==> src/rtl/inst_fetch.sv <==
// Instruction fetch stage: streams prog_len words out of the instruction BRAM through a
// credit-limited return FIFO. Define INST_FETCH_LOOP_EN to replay the program until abort.
module inst_fetch #(
  parameter int unsigned ADDR_W       = 10,
  parameter int unsigned BRAM_LATENCY = 2,
  parameter int unsigned FIFO_DEPTH   = BRAM_LATENCY + 2
) (
  input  logic              clk,
  input  logic              rst,
  input  logic              start,
  input  logic              abort,
  input  logic [ADDR_W:0]   prog_len,
  input  logic              stall,
  output logic              bram_en,
  output logic [ADDR_W-1:0] bram_addr,
  input  logic [31:0]       bram_dout,
  output logic [31:0]       instruction,
  output logic              valid_out,
  output logic              busy,
  output logic              done
);

  localparam int unsigned PTR_W = (FIFO_DEPTH > 1) ? $clog2(FIFO_DEPTH) : 1;
  localparam int unsigned CNT_W = $clog2(FIFO_DEPTH + BRAM_LATENCY + 1);

  localparam logic [PTR_W-1:0]  LAST_PTR = PTR_W'(FIFO_DEPTH - 1);
  localparam logic [PTR_W-1:0]  PTR_ONE  = PTR_W'(1);
  localparam logic [CNT_W-1:0]  OCC_ONE  = CNT_W'(1);
  localparam logic [CNT_W-1:0]  OCC_MAX  = CNT_W'(FIFO_DEPTH);
  localparam logic [ADDR_W:0]   CNT_ONE  = (ADDR_W + 1)'(1);

  typedef enum logic [1:0] {StIdle, StRun, StDrain} state_e;

  state_e            state_q, state_d;
  logic [ADDR_W:0]   len_q, len_d;
  logic [ADDR_W:0]   issue_cnt_q, issue_cnt_d;
  logic [ADDR_W:0]   deliver_cnt_q, deliver_cnt_d;
  logic              done_d;

  logic [BRAM_LATENCY-1:0] rd_shift_q;
  logic [CNT_W-1:0]        inflight;

  logic [31:0]       fifo_mem [FIFO_DEPTH];
  logic [PTR_W-1:0]  wr_ptr_q, rd_ptr_q;
  logic [CNT_W-1:0]  fifo_count_q;
  logic              fifo_empty, fifo_full;

  logic credit_ok, issue, push, pop, last_pop, flush, in_run;

  function automatic logic [PTR_W-1:0] ptr_inc(input logic [PTR_W-1:0] p);
    return (p == LAST_PTR) ? '0 : p + PTR_ONE;
  endfunction

  // Reads still in the BRAM pipeline; each one owns a FIFO slot until it is delivered.
  always_comb begin
    inflight = '0;
    for (int i = 0; i < BRAM_LATENCY; i++) begin
      inflight = inflight + CNT_W'(rd_shift_q[i]);
    end
  end

  assign in_run     = (state_q == StRun);
  assign fifo_empty = (fifo_count_q == '0);
  assign fifo_full  = (fifo_count_q == OCC_MAX);
  assign credit_ok  = (inflight + fifo_count_q) < OCC_MAX;

  assign issue     = in_run && (issue_cnt_q < len_q) && credit_ok;
  assign bram_en   = issue;
  assign bram_addr = issue ? issue_cnt_q[ADDR_W-1:0] : '0;

  assign push     = in_run && rd_shift_q[BRAM_LATENCY-1];
  assign pop      = in_run && !abort && !stall && !fifo_empty;
  assign last_pop = pop && (deliver_cnt_q == len_q - CNT_ONE);

  assign busy = (state_q != StIdle);

  always_comb begin
    state_d       = state_q;
    len_d         = len_q;
    issue_cnt_d   = issue_cnt_q;
    deliver_cnt_d = deliver_cnt_q;
    done_d        = 1'b0;
    flush         = 1'b0;
    unique case (state_q)
      StIdle: begin
        if (start && (inflight == '0)) begin
          if (prog_len == '0) begin
            done_d = 1'b1;
          end else begin
            state_d       = StRun;
            len_d         = prog_len;
            issue_cnt_d   = '0;
            deliver_cnt_d = '0;
            flush         = 1'b1;
          end
        end
      end
      StRun: begin
        if (issue) begin
`ifdef INST_FETCH_LOOP_EN
          issue_cnt_d = (issue_cnt_q == len_q - CNT_ONE) ? '0 : issue_cnt_q + CNT_ONE;
`else
          issue_cnt_d = issue_cnt_q + CNT_ONE;
`endif
        end
        if (abort) begin
          state_d = StDrain;
          flush   = 1'b1;
        end else if (pop) begin
          deliver_cnt_d = deliver_cnt_q + CNT_ONE;
          if (last_pop) begin
            done_d = 1'b1;
`ifdef INST_FETCH_LOOP_EN
            deliver_cnt_d = '0;
`else
            state_d = StIdle;
`endif
          end
        end
      end
      StDrain: begin
        if (inflight == '0) begin
          state_d = StIdle;
        end
      end
      default: state_d = StIdle;
    endcase
  end

  always_ff @(posedge clk or posedge rst) begin
    if (rst) begin
      state_q       <= StIdle;
      len_q         <= '0;
      issue_cnt_q   <= '0;
      deliver_cnt_q <= '0;
      done          <= 1'b0;
    end else begin
      state_q       <= state_d;
      len_q         <= len_d;
      issue_cnt_q   <= issue_cnt_d;
      deliver_cnt_q <= deliver_cnt_d;
      done          <= done_d;
    end
  end

  always_ff @(posedge clk or posedge rst) begin
    if (rst) begin
      rd_shift_q <= '0;
    end else begin
      rd_shift_q[0] <= issue;
      for (int i = 1; i < BRAM_LATENCY; i++) begin
        rd_shift_q[i] <= rd_shift_q[i-1];
      end
    end
  end

  always_ff @(posedge clk) begin
    if (push) begin
      fifo_mem[wr_ptr_q] <= bram_dout;
    end
  end

  always_ff @(posedge clk or posedge rst) begin
    if (rst) begin
      wr_ptr_q     <= '0;
      rd_ptr_q     <= '0;
      fifo_count_q <= '0;
    end else if (flush) begin
      wr_ptr_q     <= '0;
      rd_ptr_q     <= '0;
      fifo_count_q <= '0;
    end else begin
      if (push) begin
        wr_ptr_q <= ptr_inc(wr_ptr_q);
      end
      if (pop) begin
        rd_ptr_q <= ptr_inc(rd_ptr_q);
      end
      if (push && !pop) begin
        fifo_count_q <= fifo_count_q + OCC_ONE;
      end else if (pop && !push) begin
        fifo_count_q <= fifo_count_q - OCC_ONE;
      end
    end
  end

  always_ff @(posedge clk or posedge rst) begin
    if (rst) begin
      valid_out   <= 1'b0;
      instruction <= '0;
    end else begin
      valid_out <= pop;
      if (pop) begin
        instruction <= fifo_mem[rd_ptr_q];
      end
    end
  end

  // The credit check must make this unreachable.
  push_no_overflow: assert property (@(posedge clk) disable iff (rst) !(push && fifo_full && !pop));

endmodule
==> config.mk <==
export PLATFORM = sky130hd
export DESIGN_NAME = inst_fetch
export DESIGN_NICKNAME = d
export VERILOG_FILES = /design/src/rtl/inst_fetch.sv
export SDC_FILE = /design/constraint.sdc
export NUM_CORES = 1
export LEC_CHECK = 0
export ABC_AREA = 1
export CAP_MARGIN = 20
export CORE_AREA = 2 2 155 157
export DETAILED_ROUTE_END_ITERATION = 6
export DIE_AREA = 0 0 157 159
export PLACE_DENSITY = 0.57
export SETUP_SLACK_MARGIN = 0.02
export SYNTH_ARGS = -nofsm -noshare
export SYNTH_HDL_FRONTEND = slang
export SYNTH_SLANG_ARGS = --single-unit
==> constraint.sdc <==
create_clock -name clk -period 3.4 [get_ports clk]
set_clock_uncertainty 0.2 [all_clocks]
set_input_delay 0.68 -clock clk [delete_from_list [all_inputs] [get_ports clk]]
set_output_delay 0.68 -clock clk [all_outputs]
set_load 0.005 [all_outputs]
Yosys cells after proc, flatten, opt, wreduce, memory -nomap -nowiden
Memories as Yosys holds them, arrays and structs flattened. A register that Yosys moved wholly into a read port is not among the register bits.
Cells that the tools add are included.

cells by class
  $lt $le $gt $ge = 2
  $add $sub $neg = 9
  bitwise logic cells = 1
  reductions and logical operators = 28
  multiplexer cells = 36
  eq/ne operators = 13

operator list
  cell                                                 number
  two-way mux 11 bit                                   5
  case mux 11 bit (2 select lines)                     2
  two-way mux 2 bit                                    12
  adder 11 x 1 -> 11 bit (second input constant)       2
  inequality test 2 bit (second input constant)        6
  equality test 11 bit                                 1
  zero test 11 bit                                     1
  less-than comparator 11 bit                          1
  subtractor 11 x 1 -> 11 bit (second input constant)  1
  logical AND 1 bit                                    10
  two-way mux 1 bit                                    10
  two-way mux 10 bit                                   1
  AND reduction 5 bit                                  2
  two-way mux 3 bit                                    3
  nonzero test 2 bit                                   4
  equality test 2 bit (second input constant)          3
  zero test 3 bit                                      2
  inequality test 3 bit (second input constant)        2
  case mux 2 bit (3 select lines)                      1
  zero test 1 bit                                      5
  adder 2 x 1 -> 2 bit (second input constant)         2
  case mux 1 bit (2 select lines)                      2
  AND reduction 4 bit                                  1
  adder 2 x 3 -> 3 bit                                 1
  other kinds (9)                                      9

word-level totals
  bits in registers = 46
  memories kept = 1
  word-level logic and storage cells = 100
  input bits = 48
  bits in writable memories = 128

memory list
  name      depth  bits a word  read ports  clocked after memory_dff  wr ports  line  RTL
  fifo_mem  4      32           1           1                         1         43    logic [31:0] fifo_mem [FIFO_DEPTH];

Logic depth before layout (Yosys ltp)
  depth after elaboration = 9
  mapped depth = 12

Worst setup path before layout
OpenSTA, ideal clock, no wires.

  path kind = reg-to-reg
  from = register state_q[1]
  to = memory fifo_mem[0][0] (enable)
  slack = 0.495 ns
  arrival = 2.284 ns
  data required time = 2.779 ns
  period minus slack after synthesis = 2.905 ns
  stages on the path, launching flop included = 6
  cells stage by stage = dfrtp_1 nor2_4 inv_2 nor2_4 inv_1 nor2_1

on the way
  word-level cells in the longest chain between the ends = 4

ends and longest elaborated chain
  element                                  line  RTL
  start, declared                          34    state_e state_q, state_d;
  start signal, assigned                   132   state_q <= StIdle;
  start signal, assigned                   138   state_q <= state_d;
  equality test 2 x 1 -> 1 bit             62    assign in_run = (state_q == StRun);
  logical AND 1 bit                        71    assign push = in_run && rd_shift_q[BRAM_LATENCY-1];
  two-way mux 1 bit                        158   if (push) begin
  two-way mux 1 bit (implied by the code)  159   fifo_mem[wr_ptr_q] <= bram_dout;
  end, declared                            43

Every way passes these cells.

Worst setup path after layout
  from = register rd_shift_q[0]
  to = output port bram_addr[9]

on the way
  word-level cells in the longest chain between the ends = 5

ends and longest elaborated chain
  element                          line  RTL
  start, declared                  40    logic [BRAM_LATENCY-1:0] rd_shift_q;
  start signal, assigned           150   rd_shift_q[0] <= issue;
  start signal, assigned by index  152   rd_shift_q[i] <= rd_shift_q[i-1];
  adder 1 x 1 -> 2 bit             58    inflight = inflight + CNT_W'(rd_shift_q[i]);
  adder 2 x 3 -> 3 bit             65    assign credit_ok = (inflight + fifo_count_q) < OCC_MAX;
  less-than comparator 3 bit       65
  logical AND 1 bit                67    assign issue = in_run && (issue_cnt_q < len_q) && credit_ok;
  two-way mux 10 bit               69    assign bram_addr = issue ? issue_cnt_q[ADDR_W-1:0] : '0;
  end, declared                    15    output logic [ADDR_W-1:0] bram_addr,

Every way passes these cells.

==> impl_summary.log <==
[metrics] floorplan die area: 25000 sq um
[metrics] number of maximum-capacitance constraint violations: 0
[metrics] share of layout cells above drive strength 1: 0.106
[metrics] latest clock arrival within the worst-skew pair: approximately 500 ps
[metrics] total leakage power: 4.54 nW
[metrics] outcome: completed
[metrics] maximum fanout along the worst path: 4
[metrics] kind of end point of the critical path: output pin
[metrics] cells taking the most area after synthesis: sky130_fd_sc_hd__edfxtp_1 (42%), sky130_fd_sc_hd__dfrtp_1 (21%), sky130_fd_sc_hd__nor2_1 (9.0%)
[metrics] H-tree depth reported by CTS: 1
[metrics] areal power density over the cells: 722 nW/um^2
[metrics] synth-to-layout area growth: 24.3%
[metrics] Longest Clk Path Bufs: 3
[metrics] hold-fix buffer count after cts: 0
[metrics] global route overflow: 0
[metrics] count of buffers from port buffering: 93
[metrics] Final nets: 1096
[metrics] transition time at the pin with the least slew margin: 979 ps
[metrics] GRT Total Usage: 0.166
[metrics] total power consumption of the routed design: ~0.008 W
[metrics] antenna diode instance count: 0
[metrics] Root Driver: sky130_fd_sc_hd__clkbuf_16
[metrics] number of flops mapped to enable cells by yosys: 128
[metrics] Placed Cells incl. Taps: between 1000 and 1500
[metrics] number of DRC violations after detailed-routing iteration 0: 313
[metrics] fraction of the yosys area taken by sequential cells: 0.632
[metrics] WP data arrival: 2450 ps
[metrics] post-DP HPWL: 12600 um
[metrics] initial core utilization: 0.395
[metrics] distinct cell type count of the synthesized netlist: 34
[metrics] Async S/R FF share, synth: 0.379
[metrics] count of filler cells inserted in the layout: about 2200
[metrics] Max-slew headroom: 0.347
[metrics] highest-count cells in the layout ignoring fill and taps: sky130_fd_sc_hd__nor2_1 (215), sky130_fd_sc_hd__edfxtp_1 (128), sky130_fd_sc_hd__nand2_1 (120)
[metrics] via count of the first global-routing pass: around 6300
[metrics] data required time at the worst endpoint: 2520 ps
[metrics] first-pass GRT wire length: 32800 um
[metrics] Routed WL per cell: around 15 um
[metrics] startpoint type of the worst setup path: register
[metrics] fraction of post-synthesis cell area in the top cell type by area: 0.419
[metrics] synthesized instance count: 912
[metrics] vias per cell: 4.78
[metrics] final core utilization: 0.491
[metrics] total CTS buffers: 23
[metrics] antenna violations before repair: 0
[metrics] number of placed I/O pins: 94
[metrics] Period Utilization, post-route: 0.980
[metrics] worst reg2reg path depth: 6
[metrics] pin count of the biggest net entering global routing: 68
[metrics] Core ar.: around 23000 sq um
[metrics] number of sinks handled by clock tree synthesis: 206
[metrics] leading cell type in the layout, fill and taps excluded: sky130_fd_sc_hd__nor2_1
[metrics] top achievable clock speed: 0.300 GHz
[metrics] Syn Area/Cell: around 10 sq um
[metrics] number of warning messages in the yosys log: 0
[metrics] netlist area before placement: ~9200 sq um
[metrics] final period demand of the worst path: approximately 3300 ps
[metrics] gpl congestion: 0.851
[metrics] RSZ-0062 raised after global routing: yes
[metrics] via count: 6504
[metrics] dominant cell type by area after synthesis: sky130_fd_sc_hd__edfxtp_1
[metrics] Yosys reg bits: 206
[metrics] residual antenna-violating net count after detailed routing: 0
[metrics] Mapped Nets: 982
[metrics] final cell count without fillers: roughly 1400
[metrics] number of rows in the core area: 56
[metrics] critical setup path kind: reg2out
[metrics] Hold Violations, Final: 0
[metrics] drc violations: 0
[metrics] Worst Hold Slack: around 310 ps
[metrics] number of cells traversed by the worst hold path: 2
[metrics] Detailed Routing Iterations Pass 1: 4
[metrics] Clock Pin Slew Worst Setup and Hold Paths: 60 ps
[metrics] clock tree from TritonCTS: yes
[metrics] worst vdd ir: around 0.45 mV
[metrics] final setup violating endpoints: 0
[metrics] Die Y-Extent: 159 um
[metrics] Final Slew Violations: 0
[metrics] setup_tns: 0 ps
[metrics] classification of the worst-slack hold path: reg2reg
[metrics] routed wire length: 20700 um
[metrics] Horiz. Die Dim: 157 um
[metrics] Top FF cell, synth: sky130_fd_sc_hd__edfxtp_1
-- where the power goes --
part	internal [W]	switching, W	total, W
Combinational	0.00120	0.00144	0.00264
Sequential	0.00306	0.000288	0.00335
Clock	0.00129	0.000949	0.00224
-- registers in the layout (all words and copies together), names as in the netlist --
register,count
len_q,11
wr_ptr_q,2
deliver_cnt_q,11
valid_out,1
state_q,2
issue_cnt_q,11
fifo_mem,128
rd_shift_q,2
rd_ptr_q,2
done,1
instruction,32
fifo_count_q,3
-- metal layers --
layer	global-route usage	up-vias	wire, um
li1	-	3282	-
met3	0.0324	20	1170
met5	0	-	0
met2	0.284	141	10200
met1	0.221	3061	9070
met4	0.0317	0	223
-- final cells by class --
type	instances	area, sq um	area share
sequential	206	5800	0.509
multi-input combinational	597	3020	0.265
timing repair buffer	125	1230	0.108
clock buffer	33	633	0.0555
tap	319	399	0.0350
inverter	73	275	0.0241
clock inverter	9	47.5	0.00417
-- stage by stage --
step                      worst slack (ps)  instance area, sq um
after floorplan                        495                  9170
after global placement                 398                 10500
after detailed placement               365                 10500
after CTS                             34.8                 11300
after global routing                 -43.5                 11400
final                                 67.6                 11400
-- worst max-delay path, stage by stage, from the launching register on --
cell and delay, ps:
sky130_fd_sc_hd__dfrtp_1 410, sky130_fd_sc_hd__ha_2 220, sky130_fd_sc_hd__ha_4 240, sky130_fd_sc_hd__nand3_2 70, sky130_fd_sc_hd__nand2_2 60, sky130_fd_sc_hd__xor2_1 130, sky130_fd_sc_hd__inv_1 60, sky130_fd_sc_hd__nand4_1 140
sky130_fd_sc_hd__buf_4 190, sky130_fd_sc_hd__clkbuf_16 140, sky130_fd_sc_hd__buf_6 110, sky130_fd_sc_hd__nor2_2 80, sky130_fd_sc_hd__buf_2 110
-- synthesized netlist by cell type, types with 8 or more instances --
| cell | n |
|---|---|
| sky130_fd_sc_hd__a21oi_1 | 11 |
| sky130_fd_sc_hd__a31oi_1 | 32 |
| sky130_fd_sc_hd__buf_2 | 13 |
| sky130_fd_sc_hd__clkbuf_1 | 18 |
| sky130_fd_sc_hd__dfrtp_1 | 78 |
| sky130_fd_sc_hd__edfxtp_1 | 128 |
| sky130_fd_sc_hd__ha_1 | 21 |
| sky130_fd_sc_hd__inv_1 | 69 |
| sky130_fd_sc_hd__nand2_1 | 122 |
| sky130_fd_sc_hd__nand3_1 | 49 |
| sky130_fd_sc_hd__nor2_1 | 221 |
| sky130_fd_sc_hd__nor3_1 | 10 |
| sky130_fd_sc_hd__o21ai_0 | 76 |
| sky130_fd_sc_hd__o21ai_1 | 8 |
| sky130_fd_sc_hd__xor2_1 | 16 |
-- timing repair --
| item | 4_1_cts | 5_1_grt |
|---|---|---|
| setup endpoints to repair | 11 | 11 |
| gates resized for setup | 23 | 31 |
| pin swaps | 2 | 11 |
| setup buffers | 9 | 4 |
| gates cloned | 2 | 0 |
-- final timing paths --
check	from	to	slack [ps]
worst max-delay path	rd_shift_q[0]	bram_addr[9]	70
worst min-delay path	len_q[1]	len_q[1]	310
worst max register to register	state_q[1]	fifo_mem[1][1]	800
worst min register to register	len_q[1]	len_q[1]	310
max in group asynchronous	rst	instruction[2]	1990
min in group asynchronous	rst	instruction[15]	370
-- kinds of logic (layout without fill, tap and decap cells) --
family,after synthesis,count (layout),share of synthesized area
compound gates,131,131,0.0770
buf+inv,109,240,0.0488
fa+ha+maj,22,22,0.0308
mux,1,1,0.00109
flops,206,206,0.632
xor+xnor,21,21,0.0201
simple gates,422,422,0.190
Power figures use the tool's default switching activity.
